$ cat src/rtl/pipe_ctrl_unit.sv
// Main control decode for the five-stage core: decodes the ID opcode, carries the
// control groups through ID/EX, EX/MEM and MEM/WB, and detects load-use hazards.
module pipe_ctrl_unit #(
  parameter int ALUOP_W   = 2,
  parameter int RF_ADDR_W = 5,
  parameter int EXT_OPS   = 1,
  parameter int HAZARD_EN = 1
) (
  input  logic                 clk,
  input  logic                 rst,
  input  logic                 hold_i,
  input  logic                 flush_i,
  input  logic                 id_valid,
  input  logic [6:0]           id_opcode,
  input  logic [RF_ADDR_W-1:0] id_rd,
  input  logic [RF_ADDR_W-1:0] id_rs1,
  input  logic [RF_ADDR_W-1:0] id_rs2,
  output logic                 stall_req,
  output logic                 ex_alusrc,
  output logic [1:0]           ex_asel,
  output logic [ALUOP_W-1:0]   ex_aluop,
  output logic                 ex_branch,
  output logic                 ex_jal,
  output logic                 ex_jalr,
  output logic                 ex_illegal,
  output logic [RF_ADDR_W-1:0] ex_rd,
  output logic                 mem_read,
  output logic                 mem_write,
  output logic                 wb_regwrite,
  output logic [1:0]           wb_sel,
  output logic [RF_ADDR_W-1:0] wb_rd
);

  localparam logic [6:0] OP_R      = 7'b0110011;
  localparam logic [6:0] OP_I      = 7'b0010011;
  localparam logic [6:0] OP_LOAD   = 7'b0000011;
  localparam logic [6:0] OP_STORE  = 7'b0100011;
  localparam logic [6:0] OP_BRANCH = 7'b1100011;
  localparam logic [6:0] OP_JAL    = 7'b1101111;
  localparam logic [6:0] OP_JALR   = 7'b1100111;
  localparam logic [6:0] OP_LUI    = 7'b0110111;
  localparam logic [6:0] OP_AUIPC  = 7'b0010111;

  localparam logic [ALUOP_W-1:0] ALU_ADD = ALUOP_W'(2'b00);
  localparam logic [ALUOP_W-1:0] ALU_BR  = ALUOP_W'(2'b01);
  localparam logic [ALUOP_W-1:0] ALU_R   = ALUOP_W'(2'b10);
  localparam logic [ALUOP_W-1:0] ALU_I   = ALUOP_W'(2'b11);

  // Decoded control word for the ID instruction
  logic                 dec_alusrc;
  logic [1:0]           dec_asel;
  logic [ALUOP_W-1:0]   dec_aluop;
  logic                 dec_branch;
  logic                 dec_jal;
  logic                 dec_jalr;
  logic                 dec_illegal;
  logic                 dec_mem_read;
  logic                 dec_mem_write;
  logic                 dec_regwrite;
  logic [1:0]           dec_wb_sel;
  logic [RF_ADDR_W-1:0] dec_rd;

  // ID/EX fields that are not visible as ex_* outputs
  logic                 ex_mem_read;
  logic                 ex_mem_write;
  logic                 ex_regwrite;
  logic [1:0]           ex_wb_sel;

  // EX/MEM fields that are not visible as mem_* outputs
  logic                 mem_regwrite;
  logic [1:0]           mem_wb_sel;
  logic [RF_ADDR_W-1:0] mem_rd;

  logic                 take_id;

  always_comb begin
    dec_alusrc    = 1'b0;
    dec_asel      = 2'b00;
    dec_aluop     = ALU_ADD;
    dec_branch    = 1'b0;
    dec_jal       = 1'b0;
    dec_jalr      = 1'b0;
    dec_illegal   = 1'b0;
    dec_mem_read  = 1'b0;
    dec_mem_write = 1'b0;
    dec_regwrite  = 1'b0;
    dec_wb_sel    = 2'b00;
    if (id_valid) begin
      case (id_opcode)
        OP_R: begin
          dec_regwrite = 1'b1;
          dec_aluop    = ALU_R;
        end
        OP_I: begin
          dec_alusrc   = 1'b1;
          dec_regwrite = 1'b1;
          dec_aluop    = ALU_I;
        end
        OP_LOAD: begin
          dec_alusrc   = 1'b1;
          dec_mem_read = 1'b1;
          dec_regwrite = 1'b1;
          dec_wb_sel   = 2'b01;
        end
        OP_STORE: begin
          dec_alusrc    = 1'b1;
          dec_mem_write = 1'b1;
        end
        OP_BRANCH: begin
          dec_branch = 1'b1;
          dec_aluop  = ALU_BR;
        end
        OP_JAL: begin
          dec_jal      = 1'b1;
          dec_regwrite = 1'b1;
          dec_wb_sel   = 2'b10;
        end
        OP_JALR: begin
          dec_jalr     = 1'b1;
          dec_alusrc   = 1'b1;
          dec_regwrite = 1'b1;
          dec_wb_sel   = 2'b10;
        end
        OP_LUI: begin
          if (EXT_OPS != 0) begin
            dec_alusrc   = 1'b1;
            dec_asel     = 2'b10;
            dec_regwrite = 1'b1;
          end else begin
            dec_illegal = 1'b1;
          end
        end
        OP_AUIPC: begin
          if (EXT_OPS != 0) begin
            dec_alusrc   = 1'b1;
            dec_asel     = 2'b01;
            dec_regwrite = 1'b1;
          end else begin
            dec_illegal = 1'b1;
          end
        end
        default: dec_illegal = 1'b1;
      endcase
    end
    // Non-writing instructions carry rd=0 so they can never match a hazard compare
    dec_rd = dec_regwrite ? id_rd : '0;
  end

  assign stall_req = (HAZARD_EN != 0) && id_valid && ex_mem_read && (ex_rd != '0) &&
                     ((ex_rd == id_rs1) || (ex_rd == id_rs2));

  // Flush and stall both replace the ID instruction with an all-zero bubble
  assign take_id = !(flush_i || stall_req);

  always_ff @(posedge clk) begin
    if (rst) begin
      ex_alusrc    <= 1'b0;
      ex_asel      <= 2'b00;
      ex_aluop     <= '0;
      ex_branch    <= 1'b0;
      ex_jal       <= 1'b0;
      ex_jalr      <= 1'b0;
      ex_illegal   <= 1'b0;
      ex_rd        <= '0;
      ex_mem_read  <= 1'b0;
      ex_mem_write <= 1'b0;
      ex_regwrite  <= 1'b0;
      ex_wb_sel    <= 2'b00;
      mem_read     <= 1'b0;
      mem_write    <= 1'b0;
      mem_regwrite <= 1'b0;
      mem_wb_sel   <= 2'b00;
      mem_rd       <= '0;
      wb_regwrite  <= 1'b0;
      wb_sel       <= 2'b00;
      wb_rd        <= '0;
    end else if (!hold_i) begin
      ex_alusrc    <= dec_alusrc & take_id;
      ex_asel      <= take_id ? dec_asel : 2'b00;
      ex_aluop     <= take_id ? dec_aluop : '0;
      ex_branch    <= dec_branch & take_id;
      ex_jal       <= dec_jal & take_id;
      ex_jalr      <= dec_jalr & take_id;
      ex_illegal   <= dec_illegal & take_id;
      ex_rd        <= take_id ? dec_rd : '0;
      ex_mem_read  <= dec_mem_read & take_id;
      ex_mem_write <= dec_mem_write & take_id;
      ex_regwrite  <= dec_regwrite & take_id;
      ex_wb_sel    <= take_id ? dec_wb_sel : 2'b00;
      mem_read     <= ex_mem_read;
      mem_write    <= ex_mem_write;
      mem_regwrite <= ex_regwrite;
      mem_wb_sel   <= ex_wb_sel;
      mem_rd       <= ex_rd;
      wb_regwrite  <= mem_regwrite;
      wb_sel       <= mem_wb_sel;
      wb_rd        <= mem_rd;
    end
  end

endmodule
$ cat config.mk
export PLATFORM = sky130hd
export DESIGN_NAME = pipe_ctrl_unit
export DESIGN_NICKNAME = d
export VERILOG_FILES = /design/src/rtl/pipe_ctrl_unit.sv
export SDC_FILE = /design/constraint.sdc
export NUM_CORES = 1
export LEC_CHECK = 0
export BUFFER_PORTS_ARGS = -buffer_cell sky130_fd_sc_hd__buf_2
export CAP_MARGIN = 0
export CORE_UTILIZATION = 53
export CTS_CLUSTER_DIAMETER = 60
export DETAILED_ROUTE_END_ITERATION = 10
export GPL_TIMING_DRIVEN = 0
export PLACE_DENSITY = 0.81
export SLEW_MARGIN = 10
export SYNTH_ARGS = -nofsm -noshare
export SYNTH_HDL_FRONTEND = slang
export SYNTH_SLANG_ARGS = --single-unit
$ cat constraint.sdc
create_clock -name clk -period 2.7 [get_ports clk]
set_clock_uncertainty 0.1 [all_clocks]
set_input_delay 0.675 -clock clk [delete_from_list [all_inputs] [get_ports clk]]
set_output_delay 0.675 -clock clk [all_outputs]
set_load 0.005 [all_outputs]
* Yosys cells after proc, flatten, opt, wreduce, memory -nomap -nowiden
Cells that the tools add are included.
W data, S select, Z words.
** Word-level totals
- Register bits :: 37
- Bits in latches :: 0
- Bits in writable memories :: 0
- Memory bits (read-only) :: 0
- Memories :: 0
** Operators by class
- $add $sub $neg :: 0
- Multipliers :: 0
- Divide/modulo/power cells :: 0
- Order comparisons :: 0
- Equality and inequality tests :: 11
- Shifts and indexed selects :: 0
- Mux-type cells :: 27
- Bitwise logic cells :: 8
- Reduce and logical (&&, ||, !) cells :: 11
** Operators by type and width (count)
- $eq A7 B6 Y1 const B :: 3
- $eq A7 B7 Y1 const B :: 3
- $mux W1 :: 16
- $eq A7 B5 Y1 const B :: 2
- $mux W2 :: 6
- $eq A5 B5 Y1 :: 2
- $mux W5 :: 2
- $reduce_or A9 Y1 :: 1
- $and A1 B1 Y1 :: 8
- $pmux W2 S2 :: 2
- $eq A7 B2 Y1 const B :: 1
- $reduce_or A7 Y1 :: 1
- $pmux W2 S3 :: 1
- $reduce_or A6 Y1 :: 1
- $reduce_bool A5 Y1 :: 1
- $logic_and A1 B1 Y1 :: 3
- $logic_or A1 B1 Y1 :: 2
- $reduce_or A2 Y1 :: 1
- $logic_not A1 Y1 :: 1

* Depth between registers and ports, before layout
- Depth in word-level cells :: 6
- Mapped depth :: 6
- Mapped depth without buffers :: 5

* Worst setup path after synthesis
Ideal clock, no wire load.
- Path type :: in2out
- Start :: in id_rs1[1]
- End :: out stall_req
- Data arrival time :: 1.424 ns
- Data required time :: 1.925 ns
- Path slack :: 0.501 ns
- Cell stages on the path :: 5
- Buffers on the path :: 1
- Path through :: xor2_1 > nor3_1 > nand3_1 > a21oi_2 > clkbuf_8
** On the way
- Longest elaborated chain between the ends :: 3
** RTL lines
- from (decl) :: line 16 : input logic [RF_ADDR_W-1:0] id_rs1,
- $eq A5 B5 Y1 :: line 150 : ((ex_rd == id_rs1) || (ex_rd == id_rs2));
- $logic_or A1 B1 Y1 :: line 150
- $logic_and A1 B1 Y1 :: line 149 : assign stall_req = (HAZARD_EN != 0) && id_valid && ex_mem_read && (ex_rd != '0) &&
- to (decl) :: line 18 : output logic stall_req,
No other way between the ends.

* Final worst setup path
- Start :: reg ex_rd[2]
- End :: out stall_req
** On the way
- Longest elaborated chain between the ends :: 3
- Elaborated cells on any way between the ends :: 6
- Those cells by class :: eq/ne: 2; reduce/logical: 4
** RTL lines
- from (decl) :: line 26 : output logic [RF_ADDR_W-1:0] ex_rd,
- from (signal assigned) :: line 185 : ex_rd <= take_id ? dec_rd : '0;
- $eq A5 B5 Y1 or $reduce_bool A5 Y1 (tied branches) :: line 150, 149
- $logic_or A1 B1 Y1 or $logic_and A1 B1 Y1 (tied branches) :: line 150, 149
- $logic_and A1 B1 Y1 (*) :: line 149
Every way passes the cells marked *; elsewhere a longest branch is shown, timed or not.

==> out/qor.yml <==
yosys:
  synth_top_family_by_area: "simple AND/OR/NAND/NOR gates"
  ys_ff_latch: 37
  yosysMostFrequentCell: "dfxtp_1"
  synth_commonest_cells: "dfxtp_1 (37), nand2_1 (24), nor2_1 (24)"
  syn-num-nets: 207
  synth_xor_area_frac: 0.0541
  yosys_most_used_dff: "dfxtp_1"
  synth_compound_area_frac: 0.110
  synth-simple-area-share: 0.224
  yosys.area_share.adder: 0
  yosysTopAreaCellShare: 0.457
  synth_edf_count: 0
  synth.area.mux_share: 0.111
  netlist_area_mm2: 0.00162
  async_flop_share: 0
  yosysSeqAreaShare: 0.457
  ys_types: 31
  synth.area.top_cells: "dfxtp_1 (46%), mux2i_1 (11%), o21ai_0 (6.8%)"
  syn_inst: 180
  yosysTopAreaCell: "dfxtp_1"
  syn_avg_cell_area_um2: 9.00
  ys_warn_count: 0
timing:
  clock.fmax_ghz: 0.390
  setup_tns_ns: 0
  fin_crit_sh: 0.950
  setup_viol: 0
  final_max_slew_viol_count: 0
  rsz0062_at_grt: "no"
  relSlewSlack: 0.464
  finalHoldViolations: 0
  worst_pin_slew_ns: 0.796
  post-route-min-period_ns: 2.56
run_status:
  status: "finished, violations left"
  violations: "DRC"
clock_tree:
  post_cts_buffers: 0
  cts_hold_buffers: 0
  cts_made_buffers: 5
  htreeDepth: 2
  cts-resized-gates: 0
  clock-root-buffer: "clkbuf_4"
  cts_num_sinks: 37
  cts_buffer_depth: 2
  clock_latency_ns: 0.33
  clkTransAtPathRegs_ns: 0.10
  cts_tree: "done"
layout:
  antenna_cells: 0
  fin_area_mm2: 0.00196
  fin_nets: 264
  area_growth_pct: 21.2
  utilization: 0.694
  n_fill_cell: 255
  layout-drive-gt1-share: 0.300
setup_path:
  ff2ff_path_depth: 5
  path_cells: "or4_1, o211ai_2, a21oi_2, clkbuf_8, buf_2"
  cp.required_ns: 1.92
  path_class: "register to primary output"
  endpoint_kind: "primary output"
  crit_cells: 5
  cp-endpoint: "stall_req"
  startpoint: "ex_rd[2]"
  worst_r2r_startpoint: "ex_rd[2]"
  r2r_setup_slack_ns: 0.99
  crit_family: "simple AND/OR/NAND/NOR gates"
  r2r-end: "ex_jalr"
  path_buf_inv: 2
  cp_slowest_cell: "or4_1"
  critPathLaunchType: "register"
  arrival_ns: 1.79
  critPathMaxStageDelay_ns: 0.56
  path_max_fanout: 10
floorplanning:
  num_rows: 19
  pin_count: 52
  die_y_um: 57.3
  die_x_um: 57.3
  fp.dieArea_mm2: 0.00328
  design.core.area_mm2: 0.00283
  start_util: 0.573
grt:
  grt_max_degree: 11
  grt_pass1_wl_um: 5620
  grt_usage: 0.227
  antenna_found_initial: 0
  grt_pass1_vias: 1323
  grt_overflow_total: 0
drt:
  ant_nets: 0
  met2_length_um: 1660
  vias: 1451
  drtIter0Drc: 55
  drc_errors: 5
  firstDrtPassIters: 7
  route.met3.wl_um: 241
  wire_per_inst_um: 13.0
  drt-total-wl_um: 3480
  met1_length_um: 1560
  vias_per_cell: 5.41
  top_layer: "met4"
run:
  drv_cap: 0
pwr:
  p_per_area_mw_per_mm2: 465
  p_leak_nw: 0.907
  vdd_drop_max_v: 0.000306
hold_path:
  hp-class: "register to register"
place:
  placed_area_mm2: 0.00191
  place_congestion: 0.786
  hpwl_um: 2590
  placement.io_buffers: 50
## per-layer routing
layer,global-route usage,vias to the layer above
li1,-,730
met1,0.269,661
met2,0.385,58
met3,0.0816,2
met4,0.0697,0
met5,0,-
## layout by cell type, fill, tap and decap left out, drive strengths merged
| cell | count |
|---|---|
| nor3 | 2 |
| nand2 | 24 |
| xor2 | 6 |
| a21oi | 2 |
| or3 | 1 |
| buf | 55 |
| a31o | 1 |
| dfxtp | 37 |
| nand4 | 1 |
| clkbuf | 10 |
| nor2b | 4 |
| nand3 | 12 |
| or4 | 3 |
| or2b | 1 |
| o21ai | 23 |
| mux2i | 18 |
| inv | 1 |
| nor4 | 1 |
| xnor2 | 4 |
| nor2 | 24 |
| dlygate4sd1 | 1 |
| nand4b | 1 |
| nand3b | 2 |
| o211ai | 1 |
| o31ai | 2 |
## report_power, final
part | internal [mW] | switching, mW
Sequential | 0.547 | 0.000856
Combinational | 0.0341 | 0.0441
Clock | 0.123 | 0.164
## sequential cells by signal (all words and copies together) (netlist names)
name	cells
mem_write	1
ex_aluop	2
mem_read	1
ex_regwrite	1
ex_mem_read	1
wb_regwrite	1
mem_rd	5
mem_regwrite	1
ex_jal	1
ex_jalr	1
ex_asel	2
ex_alusrc	1
ex_wb_sel	2
wb_rd	5
ex_mem_write	1
ex_branch	1
wb_sel	2
ex_illegal	1
ex_rd	5
mem_wb_sel	2
## area by class of cell
type / instances / area, um2 / area share
Inverter: 1 / 3.75 / 0.00191
Tap cell: 31 / 38.8 / 0.0197
Timing Repair Buffer: 50 / 250 / 0.127
Clock buffer: 7 / 55.1 / 0.0280
Buffer: 9 / 66.3 / 0.0338
Sequential cell: 37 / 741 / 0.377
Multi-Input combinational cell: 133 / 810 / 0.412
## metrics by stage
step	cells	total power, mW	worst slack [ns]	hold slack (ns)
final	268	0.913	0.135	0.360
after CTS	268	0.921	0.105	0.362
after detailed placement	261	0.638	0.180	0.339
after global placement	261	0.637	0.184	0.340
after floorplan	180	0.602	0.501	0.324
after global routing	268	0.957	0.0272	0.385
## how the worst min path moves through the flow
| stage | startpoint | endpoint | slack (ns) | cells past startpoint |
|---|---|---|---|---|
| after floorplan | ex_mem_write | ex_mem_write | 0.32 | 2 |
| after global placement | ex_asel[0] | ex_asel[0] | 0.34 | 2 |
| after detailed placement | ex_aluop[1] | ex_aluop[1] | 0.34 | 2 |
| after CTS | ex_asel[0] | ex_asel[0] | 0.36 | 2 |
| after global routing | ex_asel[0] | ex_asel[0] | 0.39 | 2 |
| final | ex_asel[0] | ex_asel[0] | 0.36 | 2 |
## worst reg2reg max path, stage by stage (launching register included)
cell,delay [ns]
dfxtp_1,0.39
or4_1,0.56
o211ai_2,0.16
a21oi_2,0.06
buf_6,0.14
o31ai_2,0.21
## cell families after synthesis
family | after synthesis
buffers and inverters | 10
muxes | 18
xor gates and xnor gates | 10
AOI/OAI and AO/OA | 29
and+or+nand+nor | 76
DFF | 37
Power figures use the tool's default switching activity.
